File: src/rtl/pc_sequencer.sv
// pc_sequencer: program counter and next-PC selection for the single-cycle
// MIPS core, with boot/halt/resume/stall sequencing and a retired-fetch counter.
// PC is word addressed. Optional instruction-memory bounds check is compiled in
// with the macro PC_BOUNDS_CHECK_EN.
module pc_sequencer #(
  parameter logic [31:0] RESET_PC   = 32'h0000_0000,
  parameter int          IMEM_WORDS = 256
) (
  input  logic        clk,
  input  logic        rst,
  input  logic        stall,
  input  logic        halt_req,
  input  logic        resume,
  input  logic        branch_taken,
  input  logic [15:0] branch_imm,
  input  logic        jump_en,
  input  logic [31:0] jump_target,
  input  logic        jr_en,
  input  logic [31:0] jr_addr,
  output logic [31:0] pc,
  output logic [31:0] pc_plus1,
  output logic [1:0]  state,
  output logic        halted,
  output logic        fault,
  output logic [31:0] fetch_count
);

  typedef enum logic [1:0] {
    ST_BOOT  = 2'b00,
    ST_RUN   = 2'b01,
    ST_HALT  = 2'b10,
    ST_FAULT = 2'b11
  } state_t;

  state_t             state_q, state_d;
  logic [31:0]        pc_d;
  logic [31:0]        count_d;
  logic signed [31:0] branch_off;
  logic signed [31:0] branch_tgt;
  logic [31:0]        run_tgt;
  logic [31:0]        cand_tgt;
  logic               tgt_ok;

  // Counter increment that sticks at all-ones instead of wrapping.
  function automatic logic [31:0] sat_inc(input logic [31:0] v);
    return (v == 32'hFFFF_FFFF) ? v : v + 32'd1;
  endfunction

  assign pc_plus1   = pc + 32'd1;
  assign branch_off = signed'({{16{branch_imm[15]}}, branch_imm});
  assign branch_tgt = signed'(pc_plus1) + branch_off;

  // Redirect priority in RUN: JR, then J/JAL, then taken branch, then sequential.
  always_comb begin
    run_tgt = pc_plus1;
    if (jr_en)             run_tgt = jr_addr;
    else if (jump_en)      run_tgt = jump_target;
    else if (branch_taken) run_tgt = unsigned'(branch_tgt);
  end

  // Resume from HALT always steps past the HALT instruction.
  assign cand_tgt = (state_q == ST_HALT) ? pc_plus1 : run_tgt;

`ifdef PC_BOUNDS_CHECK_EN
  assign tgt_ok = (cand_tgt < 32'(IMEM_WORDS));
  // FAULT is only entered through a bounds violation and is left only by reset,
  // so the sticky flag is exactly "in FAULT".
  assign fault  = (state_q == ST_FAULT);
`else
  // Depth only matters to the bounds check; kept referenced for this build.
  localparam int unused_imem_words = IMEM_WORDS;
  assign tgt_ok = 1'b1;
  assign fault  = 1'b0;
`endif

  // Next-state, next-PC and counter selection.
  always_comb begin
    state_d = state_q;
    pc_d    = pc;
    count_d = fetch_count;
    case (state_q)
      ST_BOOT: state_d = ST_RUN;
      ST_RUN: begin
        if (halt_req) begin
          state_d = ST_HALT;
        end else if (!stall) begin
          if (tgt_ok) begin
            pc_d    = cand_tgt;
            count_d = sat_inc(fetch_count);
          end else begin
            state_d = ST_FAULT;
          end
        end
      end
      ST_HALT: begin
        if (resume) begin
          if (tgt_ok) begin
            pc_d    = cand_tgt;
            count_d = sat_inc(fetch_count);
            state_d = ST_RUN;
          end else begin
            state_d = ST_FAULT;
          end
        end
      end
      default: ;
    endcase
  end

  // State, PC and counter registers; reset overrides everything.
  always_ff @(posedge clk) begin
    if (rst) begin
      state_q     <= ST_BOOT;
      pc          <= RESET_PC;
      fetch_count <= 32'd0;
    end else begin
      state_q     <= state_d;
      pc          <= pc_d;
      fetch_count <= count_d;
    end
  end

  assign state  = state_q;
  assign halted = (state_q == ST_HALT) || (state_q == ST_FAULT);

endmodule

File: config.mk
export PLATFORM = sky130hd
export DESIGN_NAME = pc_sequencer
export DESIGN_NICKNAME = d
export VERILOG_FILES = /design/src/rtl/pc_sequencer.sv
export SDC_FILE = /design/constraint.sdc
export NUM_CORES = 1
export LEC_CHECK = 0
export ABC_CLOCK_PERIOD_IN_PS = 4800
export BUFFER_PORTS_ARGS = -buffer_cell sky130_fd_sc_hd__buf_2
export CAP_MARGIN = 20
export CORE_ASPECT_RATIO = 1.25
export CORE_MARGIN = 5
export CORE_UTILIZATION = 54
export DETAILED_ROUTE_END_ITERATION = 12
export PLACE_DENSITY = 0.83
export SLEW_MARGIN = 40
export SYNTH_ARGS = -nofsm -noshare
export SYNTH_HDL_FRONTEND = slang
export SYNTH_SLANG_ARGS = --single-unit
File: constraint.sdc
create_clock -name clk -period 4.8 [get_ports clk]
set_input_delay 0.24 -clock clk [delete_from_list [all_inputs] [get_ports clk]]
set_output_delay 0.24 -clock clk [all_outputs]
set_load 0.005 [all_outputs]
# Yosys cells after proc, flatten, opt, wreduce, memory -nomap -nowiden
# Cells that the tools add are included.
# classes
n_addsub,3
n_eq_ne,8
n_mux,16
reduce_logical,6
# op_table
op,n
2-to-1 mux 32 bit,11
case mux 32 bit (2 select lines),2
"adder 32 x 1 -> 32 bit, second input constant",2
adder 32 x 16 -> 32 bit,1
"equality test 32 bit, second input constant",1
"inequality test 2 bit, second input constant",4
case mux 2 bit (3 select lines),1
"equality test 2 bit, second input constant",2
2-to-1 mux 2 bit,2
AND reduction 4 bit,1
AND reduction 3 bit,1
nonzero test 3 bit,1
"equality test 2 x 1 -> 1 bit, second input constant",1
zero test 2 bit,1
nonzero test 2 bit,1
logical OR 1 bit,1
# totals
regBits,66
inputBits,88
word_cells,36

# Depth between registers and ports, before layout
# Gate-level depths: netlist of run 1.
# depth
word_depth,9
ltp_mapped,16
mapped_depth_nobuf,15

# Least setup slack after synthesis of run 1
# OpenSTA, ideal clock, no wires.
# synth_path
kind,flip-flop to flip-flop
from,reg pc[0]
to,reg pc[31]
setup_ps,136
t_arrival_ps,3665
required_time_ps,4664
path_slack_ps,999
path_stages_with_launch,16
n_path_buf,1
cell_sequence,dfxtp_1 > ha_1 > and4_1 > and4_1 > buf_2 > nand3_1 > xnor2_1 > ha_1 > a21oi_1 > o21ai_1 > a221o_1 > o311ai_2 > a21oi_1 > or4b_1 > a21oi_1 > o32ai_1
# synth_between
elab_chain_cells,9
word_cells_on_any_way,10
# synth_rtl
element,line_no,source
start: declaration,20,"output logic [31:0] pc,"
start signal: assignment,118,pc <= pc_d;
adder 32 x 1 -> 32 bit *,49,assign pc_plus1 = pc + 32'd1;
named net pc_plus1[20],21,"output logic [31:0] pc_plus1,"
adder 32 x 16 -> 32 bit *,51,assign branch_tgt = signed'(pc_plus1) + branch_off;
2-to-1 mux 32 bit *,58,else if (branch_taken) run_tgt = unsigned'(branch_tgt);
2-to-1 mux 32 bit *,57,else if (jump_en) run_tgt = jump_target;
2-to-1 mux 32 bit *,56,if (jr_en) run_tgt = jr_addr;
2-to-1 mux 32 bit *,62,assign cand_tgt = (state_q == ST_HALT) ? pc_plus1 : run_tgt;
2-to-1 mux 32 bit,86,end else if (!stall) begin
2-to-1 mux 32 bit,84,if (halt_req) begin
case mux 32 bit (2 select lines) *,81,case (state_q)
# The timed path passes the listed nets; every way through them passes the cells marked *. The select of a mux whose other input is x is not followed.
# A chain may end at the register's enable or synchronous reset.

# Worst setup path after layout of run 1
# layout_path
from,reg pc[0]
to,reg pc[31]
# layout_between
elab_chain_cells,9
word_cells_on_any_way,10
# layout_rtl
element,line_no
adder 32 x 1 -> 32 bit *,49
adder 32 x 16 -> 32 bit,51
2-to-1 mux 32 bit,58
2-to-1 mux 32 bit,57
2-to-1 mux 32 bit,56
2-to-1 mux 32 bit *,62
2-to-1 mux 32 bit,86
2-to-1 mux 32 bit,84
case mux 32 bit (2 select lines) *,81
# Mark *: on every way between the ends. The rest lies on a longest branch, timed or not. The select of a mux whose other input is x is not followed.

==> qor.csv, run 1 <==
metric,value,unit
r2r-start,pc[0],
wire_per_inst,20.0,um
synthTopCellsByArea,"dfxtp_1, ha_1, a21oi_1, xnor2_1, nand2_1",
synth.distinct_cells,89,
grt_pass1_vias,7317,
synth_top_area_cell,dfxtp_1,
synth_top_area_share,0.202,
leakage,0.00352,uW
start_util,0.545,
antenna_found_initial,1,
p_sw,1480,uW
die_w,108,um
die_y,133,um
row_count,45,
nets,1165,
grt_max_degree,54,
max_stage_delay,0.50,ns
period_needed,4.31,ns
drt_iter0_markers,419,
viasPerCell,6.35,
cts_root_buffer,clkbuf_16,
synth_cells,880,
ys.warnings.count,0,
cts_tree,done,
max_cap_viol_count,0,
fin_worst_skew,0.0115,ns
synth-edff-count,0,
setup_viol_count_final,0,
hold_path_class,in2reg,
area_delta_synth_final,19.6,%
ys_ff_latch,66,
cts_buffer_depth,2,
drcViolationCount,0,
clock_latency,0.34,ns
hold_ws,0.182,ns
syn_area,6530,sq um
totalNegativeSetupSlack,0,ns
gp_congestion,0.987,
hpwl,17900,um
finalMaxSlewViolations,0,
p_seq_frac,0.244,
clkPwrFrac,0.219,
path_max_fanout,8,
power_switching_share,0.456,
synth_flop_cell,dfxtp_1,
crit_path_cell_trace,"ha_1, and4_1, and4_1, nand3_1, xnor2_1, ha_1, a21oi_1, o21ai_1, a221o_1, o311ai_2, a21oi_1, or4b_1, a21oi_1, o32ai_1",
ys_async_sr_fraction,0,
drive_gt1_frac,0.240,
p_int,1760,uW
cpMostUsedCell,a21oi_1,
grt_util_all_layers,0.323,
combPwrFrac,0.537,
status,finished clean,
dp_cells,1186,
layout.cells.non_filler,1202,
grt_pass1_wl,37000,um
ir_drop,251,uV
hold_buffers,0,
postCtsSetupBuffers,0,
wl,24100,um
path_clk_slew,0.07,ns
portBuffers,186,
cp_data_required_time,5.01,ns
finalCritPeriodShare,0.898,
crit_start,pc[0],
postLayoutCellArea,7810,sq um
htree_levels,3,
cts_resized,0,
powerDensity,414,nW/um^2
crit_buf_inv,0,
max_slew_margin,0.393,
critical_path_cell_count,14,
n_antenna_cell,0,
endpoint_kind,register,
crit_type,reg2reg,
cp_slowest_cell,or4b_1,
path_delay_family,simple AND/OR/NAND/NOR gates,
cp-start-kind,register,
rsz0062_at_grt,no,
coreArea,12000,sq um
first_pass_iters,7,
io_pins,188,
rrSetupSlack,0.49,ns
rr_worst_depth,14,
crit_arrival,4.53,ns
clock-sinks,66,
endpoint,pc[31],
r2r-end,pc[31],
hold_violations,0,
dr_total_vias,7632,
die-area,14400,sq um
synth.avg_cell_area,7.42,sq um
place_area,7500,sq um
ys_seq_area_frac,0.202,
overflow,0,
worst_pin_slew,0.908,ns
synth_fp_nets,1012,
ant_nets,0,
fmax,232,MHz
cts_buffers,9,
-- flip-flops by register name, summed over array words and instances, names as in the netlist --
name	flops
pc	32
state	2
fetch_count	32
-- power by group through the flow --
stage	combinational, uW	clock [uW]	sequential (uW)
CTS	1710	713	785
finish	1740	710	791
detailed placement	1700	0	797
global route	1890	734	804
global placement	1680	0	792
floorplan	1160	0	766
-- kinds of logic (layout without fill, tap and decap cells) --
group	after synthesis	after routing	share of synthesized area
compound gates	286	286	0.291
xor+xnor	71	71	0.0986
fa+ha+maj	44	44	0.0854
buf+inv	72	230	0.0460
flops	66	66	0.202
mux	7	7	0.0107
other cells	1	1	0.000574
simple gates	333	333	0.265
-- synth_stat cells (11+ instances only) --
cell type,count
nand3_1,27
nor3_1,20
and3_1,21
ha_1,43
nor2_1,77
a21oi_1,81
o22ai_1,16
a21o_1,13
dfxtp_1,66
a211oi_1,13
o21ai_0,56
o211ai_1,11
clkbuf_1,30
nand2_1,99
inv_1,21
xor2_1,22
xnor2_1,46
and4_1,11
or3_1,14
nand4_1,13
buf_2,12
-- cells in the final DEF (no fill, tap or decap), types with 21 or more instances in the layout --
cell	netlist	final
buf_2	12	186
nand2_1	99	99
a21oi_1	81	81
nor2_1	77	75
dfxtp_1	66	66
o21ai_0	56	56
xnor2_1	46	46
ha_1	43	42
nand3_1	27	27
xor2_1	22	22
and3_1	21	21
-- routing by layer --
metal	global-route usage	up-vias	routed length, um
li1	-	3563	-
met1	0.355	3563	8730
met2	0.555	400	11800
met3	0.0669	104	2060
met4	0.209	2	1430
met5	0	-	20
-- worst register-to-register path, cell delays in order, from the launching register on --
cell	delay [ns]
dfxtp_1	0.47
ha_1	0.28
and4_1	0.31
and4_1	0.41
nand3_1	0.15
xnor2_1	0.35
ha_1	0.39
a21oi_1	0.20
o21ai_1	0.12
a221o_1	0.39
o311ai_2	0.25
a21oi_1	0.11
or4b_1	0.50
a21oi_1	0.15
o32ai_1	0.10
-- worst min path at each step --
stage,cells past startpoint,start,endpoint,slack [ns]
final,3,jr_addr[15],pc[15],0.18
after global routing,3,jr_addr[15],pc[15],0.23
after CTS,3,jr_addr[15],pc[15],0.18
after detailed placement,2,pc[1],pc[1],0.49
after global placement,2,fetch_count[17],fetch_count[17],0.48
after floorplan,2,jr_addr[15],pc[15],0.40
-- cell type report --
type	instances	area (sq um)
Fill cell	1097	4180
Sequential cell	66	1320
Timing Repair Buffer	192	976
Tap cell	164	205
Inverter	22	82.6
Clock buffer	9	225
Multi-Input combinational cell	742	4920
Clock inverter	7	82.6
-- stage by stage --
stage	setup slack, ns	util	total power [uW]
global placement	0.747	0.625	2470
detailed placement	0.547	0.626	2490
finish	0.488	0.651	3240
global route	0.138	0.651	3420
floorplan	0.999	-	1920
CTS	0.516	0.651	3210
No activity file was read; power rests on OpenSTA's default activity.
==> run 2: changes to the inputs <==
--- a/config.mk
+++ b/config.mk
@@ -8,12 +8,16 @@
 export ABC_CLOCK_PERIOD_IN_PS = 4800
 export BUFFER_PORTS_ARGS = -buffer_cell sky130_fd_sc_hd__buf_2
 export CAP_MARGIN = 20
+export CELL_PAD_IN_SITES_DETAIL_PLACEMENT = 0
+export CELL_PAD_IN_SITES_GLOBAL_PLACEMENT = 1
 export CORE_ASPECT_RATIO = 1.25
 export CORE_MARGIN = 5
-export CORE_UTILIZATION = 54
+export CORE_UTILIZATION = 38
+export CTS_BUF_LIST = sky130_fd_sc_hd__clkbuf_16
 export DETAILED_ROUTE_END_ITERATION = 12
-export PLACE_DENSITY = 0.83
+export PLACE_DENSITY_LB_ADDON = 0.1
 export SLEW_MARGIN = 40
 export SYNTH_ARGS = -nofsm -noshare
 export SYNTH_HDL_FRONTEND = slang
 export SYNTH_SLANG_ARGS = --single-unit
+export TNS_END_PERCENT = 20
==> run 2 against run 1 <==
  * Combinational power about the same
  * Cell count grew 5.5%
  * Sequential cell count is the same
  * Sequential power about the same
  * First-iteration DRC count is 24% higher
  * Critical endpoint unchanged
  * Setup slack improved by 0.031 ns
  * Non-clock buffer count up 8
  * Critical path depth stayed put
  * Worst hold slack got worse by 0.014 ns
  * Wire length increased by 8.3%
  * Largest cell class unchanged
  * Critical path type unchanged
  * Global-route usage decreased by 6.9 points
  * Final area increased by 1.4%
==> qor.csv, run 2 (synthesis results as in run 1) <==
metric,value,unit
status,finished clean,
endpoint_kind,register,
wire_per_inst,20.6,um
hold_ws,0.168,ns
post-place-ws,0.590,ns
drive_gt1_frac,0.244,
first_pass_iters,4,
fmax,234,MHz
area_delta_synth_final,21.2,%
worst_pin_slew,0.807,ns
grt_util_all_layers,0.254,
cpMostUsedCell,a21oi_1,
drt_iter0_markers,521,
cts_buffers,9,
antenna_found_initial,3,
clock_latency,0.36,ns
max_cap_viol_count,0,
ir_drop,223,uV
cp-start-kind,register,
hold_path_class,in2reg,
mostFrequentLayoutCells,"buf_2, nand2_1, a21oi_1",
max_stage_delay,0.50,ns
wl,26100,um
cp_slowest_cell,or4b_1,
cp_data_required_time,5.03,ns
cts_tree,done,
totalNegativeSetupSlack,0,ns
crit_type,reg2reg,
final_util,0.470,
coreArea,16800,sq um
clkPwrFrac,0.203,
powerDensity,406,nW/um^2
cts_root_buffer,clkbuf_16,
rr_worst_depth,14,
hold_violations,0,
crit_path_cell_trace,"ha_1, and4_1, and4_1, nand3_1, xnor2_1, ha_1, a21oi_1, o21ai_1, a221o_1, o311ai_2, a21oi_1, or4b_1, a21oi_1, o32ai_1",
start_util,0.388,
path_max_fanout,8,
critical_path_cell_count,14,
die_w,127,um
clock-sinks,66,
finalPower,3210,uW
die-area,19900,sq um
finalMaxSlewViolations,0,
ant_nets,0,
die_y,157,um
period_needed,4.28,ns
holdPathStages,3,
grt_pass1_vias,7133,
postCtsSetupBuffers,0,
crit_arrival,4.51,ns
finalCritPeriodShare,0.892,
rsz0062_at_grt,no,
grt_max_degree,54,
power_switching_share,0.465,
leakage,0.00354,uW
gp_congestion,0.987,
fin_worst_skew,0.00985,ns
row_count,53,
setup_viol_count_final,0,
dr_total_vias,7378,
max_slew_margin,0.458,
nets,1173,
combPwrFrac,0.551,
hold_buffers,0,
p_sw,1500,uW
path_clk_slew,0.07,ns
path_delay_family,compound AO/OA/AOI/OAI gates,
htree_levels,3,
p_seq_frac,0.246,
hpwl,19700,um
viasPerCell,5.82,
layout_commonest_cell,buf_2,
cts_resized,0,
p_int,1720,uW
crit_buf_inv,0,
drcViolationCount,0,
fin_ws,0.519,ns
overflow,0,
io_pins,188,
portBuffers,186,
cts_buffer_depth,2,
grt_pass1_wl,39700,um
==> run 2: changes by cell type in the layout (fill, tap and decap cells not counted), moves of 2 or more <==
cell        previous run  this run
nor2_2                 4         2
buf_4                  6        14
inv_6                  5         3
clkinvlp_4             0         2
clkinv_2               0         2
diode_2                0         2
==> run 2: area by class of cell <==
class	instances	area, sq um
Inverter	22	82.6
Sequential cell	66	1320
Multi-Input combinational cell	742	4920
Fill cell	1794	8920
Antenna cell	2	5.00
Timing Repair Buffer	200	1040
Clock inverter	7	51.3
Tap cell	220	275
Clock buffer	9	225
==> run 2: per-layer routing <==
layer | track usage | vias to the layer above | share of wire
met4 | 0.116 | 4 | 0.037
met1 | 0.313 | 3448 | 0.42
met5 | 0 | - | 0.0010
met2 | 0.425 | 289 | 0.48
li1 | - | 3574 | -
met3 | 0.0526 | 63 | 0.072
==> run 2: path summary, 6_finish.rpt <==
check	from	end	slack, ns
worst min register to register	fetch_count[11]	fetch_count[11]	0.50
worst min-delay path	jr_addr[15]	pc[15]	0.17
worst max register to register	pc[0]	pc[31]	0.52
worst max-delay path	pc[0]	pc[31]	0.52
==> run 2: power by group through the flow <==
stage	clock network (uW)	logic, uW	registers (uW)
after floorplan	0	1160	766
after global placement	0	1760	801
after detailed placement	0	1750	802
after CTS	665	1760	790
after global routing	681	1940	807
final	651	1770	791
==> run 2: tightest hold or removal path, stage by stage <==
cell	delay, ns
buf_2	0.09
nand2_1	0.07
a31oi_1	0.07
==> run 2: stage by stage <==
stage	area, sq um	std cells
final	7920	1268
after global routing	7920	1267
after CTS	7910	1266
after detailed placement	7640	1250
after global placement	7630	1250
after floorplan	6530	880
